`src/rtl/uart_tx.sv`:
```
// UART transmitter: 8-bit frames (start, D0..D7, optional parity, one stop)
// with a one-byte holding register so the host can queue the next byte.
module uart_tx #(
  parameter int CLKS_PER_BIT = 12,
  parameter int PARITY_EN    = 0,
  parameter int PARITY_ODD   = 0
) (
  input  logic       clk,
  input  logic       rst,
  input  logic       ce,
  input  logic       wr,
  input  logic [7:0] data,
  output logic       Txd,
  output logic       busy,
  output logic       full,
  output logic       tdc
);

  localparam int            CW      = (CLKS_PER_BIT > 1) ? $clog2(CLKS_PER_BIT) : 1;
  localparam logic [CW-1:0] CNT_MAX = CW'(CLKS_PER_BIT - 1);
  localparam logic          HAS_PAR = (PARITY_EN != 0);
  localparam logic          ODD_PAR = (PARITY_ODD != 0);

  typedef enum logic [2:0] {
    IDLE   = 3'd0,
    START  = 3'd1,
    DATA   = 3'd2,
    PARITY = 3'd3,
    STOP   = 3'd4
  } state_e;

  state_e        state_q, state_d;
  logic [CW-1:0] cnt_q, cnt_d;
  logic [2:0]    bit_q, bit_d;
  logic [7:0]    shift_q, shift_d;
  logic [7:0]    hold_q, hold_d;
  logic          par_q, par_d;
  logic          full_q, full_d;
  logic          txd_q, txd_d;
  logic          busy_q, busy_d;
  logic          tdc_q, tdc_d;
  logic          wr_ok_s;
  logic          bit_end_s;

  function automatic logic parity_of(input logic [7:0] b, input logic odd);
    return (^b) ^ odd;
  endfunction

  // State register and all datapath flops.
  always_ff @(posedge clk or negedge rst) begin
    if (!rst) begin
      state_q <= IDLE;
      cnt_q   <= '0;
      bit_q   <= 3'd0;
      shift_q <= 8'h00;
      hold_q  <= 8'h00;
      par_q   <= 1'b0;
      full_q  <= 1'b0;
      txd_q   <= 1'b1;
      busy_q  <= 1'b0;
      tdc_q   <= 1'b0;
    end else begin
      state_q <= state_d;
      cnt_q   <= cnt_d;
      bit_q   <= bit_d;
      shift_q <= shift_d;
      hold_q  <= hold_d;
      par_q   <= par_d;
      full_q  <= full_d;
      txd_q   <= txd_d;
      busy_q  <= busy_d;
      tdc_q   <= tdc_d;
    end
  end

  // Next-state logic; a write is judged against the registered full flag,
  // so a write on the drain edge is refused.
  always_comb begin
    state_d   = state_q;
    cnt_d     = cnt_q;
    bit_d     = bit_q;
    shift_d   = shift_q;
    hold_d    = hold_q;
    par_d     = par_q;
    full_d    = full_q;
    wr_ok_s   = wr && ce && !full_q;
    bit_end_s = (cnt_q == CNT_MAX);
    if (wr_ok_s) begin
      hold_d = data;
      full_d = 1'b1;
    end else begin
      hold_d = hold_q;
    end
    case (state_q)
      IDLE: begin
        if (full_q) begin
          state_d = START;
          shift_d = hold_q;
          par_d   = parity_of(hold_q, ODD_PAR);
          full_d  = 1'b0;
          cnt_d   = '0;
        end else begin
          cnt_d = '0;
        end
      end
      START: begin
        if (bit_end_s) begin
          cnt_d   = '0;
          bit_d   = 3'd0;
          state_d = DATA;
        end else begin
          cnt_d = cnt_q + CW'(1);
        end
      end
      DATA: begin
        if (bit_end_s) begin
          cnt_d   = '0;
          shift_d = {1'b0, shift_q[7:1]};
          if (bit_q == 3'd7) begin
            state_d = HAS_PAR ? PARITY : STOP;
          end else begin
            bit_d = bit_q + 3'd1;
          end
        end else begin
          cnt_d = cnt_q + CW'(1);
        end
      end
      PARITY: begin
        if (bit_end_s) begin
          cnt_d   = '0;
          state_d = STOP;
        end else begin
          cnt_d = cnt_q + CW'(1);
        end
      end
      STOP: begin
        if (bit_end_s) begin
          cnt_d = '0;
          if (full_q) begin
            state_d = START;
            shift_d = hold_q;
            par_d   = parity_of(hold_q, ODD_PAR);
            full_d  = 1'b0;
          end else begin
            state_d = IDLE;
          end
        end else begin
          cnt_d = cnt_q + CW'(1);
        end
      end
      default: begin
        state_d = IDLE;
        cnt_d   = '0;
      end
    endcase
  end

  // Outputs are decoded from the next state so they land in flops.
  always_comb begin
    txd_d  = 1'b1;
    busy_d = (state_d != IDLE);
    tdc_d  = (state_d == STOP) && (cnt_d == CNT_MAX);
    case (state_d)
      IDLE:    txd_d = 1'b1;
      START:   txd_d = 1'b0;
      DATA:    txd_d = shift_d[0];
      PARITY:  txd_d = par_d;
      STOP:    txd_d = 1'b1;
      default: txd_d = 1'b1;
    endcase
  end

  assign Txd  = txd_q;
  assign busy = busy_q;
  assign full = full_q;
  assign tdc  = tdc_q;

endmodule

```
`config.mk`:
```
export PLATFORM = sky130hd
export DESIGN_NAME = uart_tx
export DESIGN_NICKNAME = d
export VERILOG_FILES = /design/src/rtl/uart_tx.sv
export SDC_FILE = /design/constraint.sdc
export NUM_CORES = 1
export LEC_CHECK = 0
export CORE_ASPECT_RATIO = 1.25
export CORE_MARGIN = 5
export CORE_UTILIZATION = 40
export DETAILED_ROUTE_END_ITERATION = 16
export GPL_TIMING_DRIVEN = 1
export PLACE_DENSITY_LB_ADDON = 0.08
export REMOVE_ABC_BUFFERS = 1
export SYNTH_ARGS = -nofsm -noshare
export SYNTH_HDL_FRONTEND = slang
export SYNTH_SLANG_ARGS = --single-unit
```
`constraint.sdc`:
```
create_clock -name clk -period 3.8 [get_ports clk]
set_clock_uncertainty 0.05 [all_clocks]
set_input_delay 0.76 -clock clk [delete_from_list [all_inputs] [get_ports clk]]
set_output_delay 0.76 -clock clk [all_outputs]
set_load 0.05 [all_outputs]
```
==> impl_metrics.toml <==
[status]
status = "finished, final reports clean"

[detailed_routing]
avgRoutedWirePerCell_um = 14.91
via_per_inst = 5.554
drc = 0
antenna_left = 0
drt_first_pass_iters = 5
num_vias = 1083
wl_um = 2908
drt-initial-drc-count = 48

[die]
dieArea_sq_um = 5145
die_h_um = 78.96
coreArea_sq_um = 3722
floorplan.initialDensity = 0.4087
fp-row-count = 25
fp.dieW_um = 65.16
ioPinCount = 16

[cts]
cts_resized = 0
htree_levels = 2
clock_latency_ns = 0.28
cts_root_buffer = "clkbuf_8"
cts.path.max_buffers = 2
cts_buffers = 5
cts_setup_buffers = 0
ctsHoldBuffers = 0
clock_sinks = 31
tritoncts = "yes"
cts.clk_slew.worst_paths_ns = 0.06

[synthesis]
synth_cell_types = 39
synthFlopType = "dfrtp_1"
synth_async_sr_flop_share = 1.000
avgSynthCellArea_sq_um = 11.11
ys.warnings.count = 0
synth_cells = 137
netlist_area_sq_um = 1521
netlist.area_leader.share = 0.4934
synth.largest_area_cell = "dfrtp_1"
yosys-top-cells-area = "dfrtp_1, mux2_2, xnor2_1"
synth_edf_count = 0
ys_seq_area_frac = 0.5107
ys_ff_latch = 31

[global_routing]
grt_max_degree = 32
grt_pass1_wl_um = 5085
grtUsageTotal = 0.1307
grt-ovfl-total = 0
grt_pass1_vias = 1106
antenna_found_initial = 0

[run]
drv_cap = 0

[timing]
finalHoldViolCount = 0
fin_crit_ns = 2.436
fmax_mhz = 410.4
tns_ns = 0
slew_headroom = 0.6221
finalSetupViolations = 0
final_max_slew_viol_count = 0
rsz0062_at_grt = "no"
final.period_utilization = 0.6412
worst_pin_slew_ns = 0.5657

[placed_design]
place_inst = 187
place_congestion = 0.7762
post-dp-hpwl_um = 2096
io_buffers = 15

[worst_setup_path]
critPathLaunch = "full"
cp_max_fo = 8
cpPeakStageDelay_ns = 0.86
end_kind = "output pin"
start_kind = "register"
cp_data_arrival_time_ns = 1.63
required_ns = 2.99
worstSetupPathType = "reg -> out"
cp_top_family = "buffers and inverters"
reg2reg_from = "bit_q[0]"
worst-path-buf-inv = 1
path_cells = "clkdlybuf4s50_1"
critPathSlowestCell = "clkdlybuf4s50_1"

[layout]
fin_util = 0.4810
post_route_cells_drive_above_1_share = 0.1548
syn_to_final_growth_pct = 17.68
fillers = 367
register_area_sq_um = 777.0
antenna_cells = 0
multi_input_area_sq_um = 675.6
stdcell_count = 195
fin_nets = 169

[power]
power_density_nw_per_um2 = 501.0
ir_worst_vdd_mv = 0.2756
p_leak_nw = 0.8193

[worst_hold_path]
min_from = "shift_q[5]"
hold_path_class = "reg -> reg"
-- Yosys cell counts, types with 2 or more instances --
cell,count
mux2_2,9
a222oi_1,5
inv_1,8
buf_2,4
nor3b_1,3
nor4_1,3
dfrtp_1,30
ha_1,3
nand2_1,9
nor3_1,3
or3_1,2
a22o_1,3
o21ai_0,2
nor2_1,11
a21oi_1,10
xnor2_1,9
-- final cells by class --
type	count	area share
repair buffers	16	0.08805
multi-input cells	92	0.3774
inverters	8	0.01677
clock buffers	8	0.05590
well taps	40	0.02795
flip-flops and latches	31	0.4340
-- stage by stage --
stage / hold WS [ns] / cell area [sq um] / setup WS (ns) / power, mW
2_1_floorplan: 0.4007 / 1483 / 1.982 / 0.5751
3_3_place_gp: 0.4276 / 1690 / 1.676 / 0.6259
3_5_place_dp: 0.4315 / 1690 / 1.668 / 0.6291
4_1_cts: 0.4454 / 1790 / 1.355 / 0.9147
5_1_grt: 0.4591 / 1790 / 1.292 / 0.9516
6_report: 0.4447 / 1790 / 1.364 / 0.8970
-- path summary, 6_finish.rpt --
kind	endpoint	slack [ns]	depth (start not counted)
setup / recovery	full	1.36	1
hold / removal	shift_q[5]	0.44	2
setup reg to reg	bit_q[0]	1.93	6
hold reg to reg	shift_q[5]	0.44	2
max in group asynchronous	Txd	2.56	2
min in group asynchronous	hold_q[4]	0.83	2
-- flip-flops by register name (all words and copies together) (netlist names) --
name / cells
Txd: 1
bit_q: 3
busy: 1
cnt_q: 4
full: 1
hold_q: 8
par_q: 1
shift_q: 8
state_q: 3
tdc: 1
-- cell usage in the layout (no fill, tap or decap), types with 2 or more instances in the layout --
master,instances
dfrtp_1,30
clkdlybuf4s50_1,15
nor2_1,11
a21oi_1,10
nand2_1,9
xnor2_1,9
mux2_2,9
inv_1,8
clkbuf_8,7
a222oi_1,5
nor4_1,3
nor3b_1,3
nor3_1,3
a22o_1,3
ha_1,3
o21ai_0,2
or3_1,2
-- metal layers --
layer | routed length, um | track usage | up-vias
li1 | - | - | 529
met1 | 1202 | 0.1416 | 529
met3 | 120 | 0.05233 | 6
met2 | 1534 | 0.2229 | 19
met5 | 0 | 0 | -
met4 | 51 | 0.05602 | 0
-- cell families after synthesis --
group | count (synthesis) | synth area share
simple gates | 42 | 0.1571
compound gates | 27 | 0.1316
fa+ha+maj | 4 | 0.03125
buf+inv | 14 | 0.04523
mux | 9 | 0.06661
xor+xnor | 10 | 0.05757
flops | 31 | 0.5107
-- power by group --
group          internal, mW  switching, mW
Combinational         0.120         0.0757
Sequential            0.376         0.0456
Clock                 0.165          0.115
-- worst min-delay path, cell delays in order (launching register included) --
cell	delay, ns
dfrtp_1	0.34
a222oi_1	0.06
inv_1	0.06
Power figures use the tool's default switching activity.
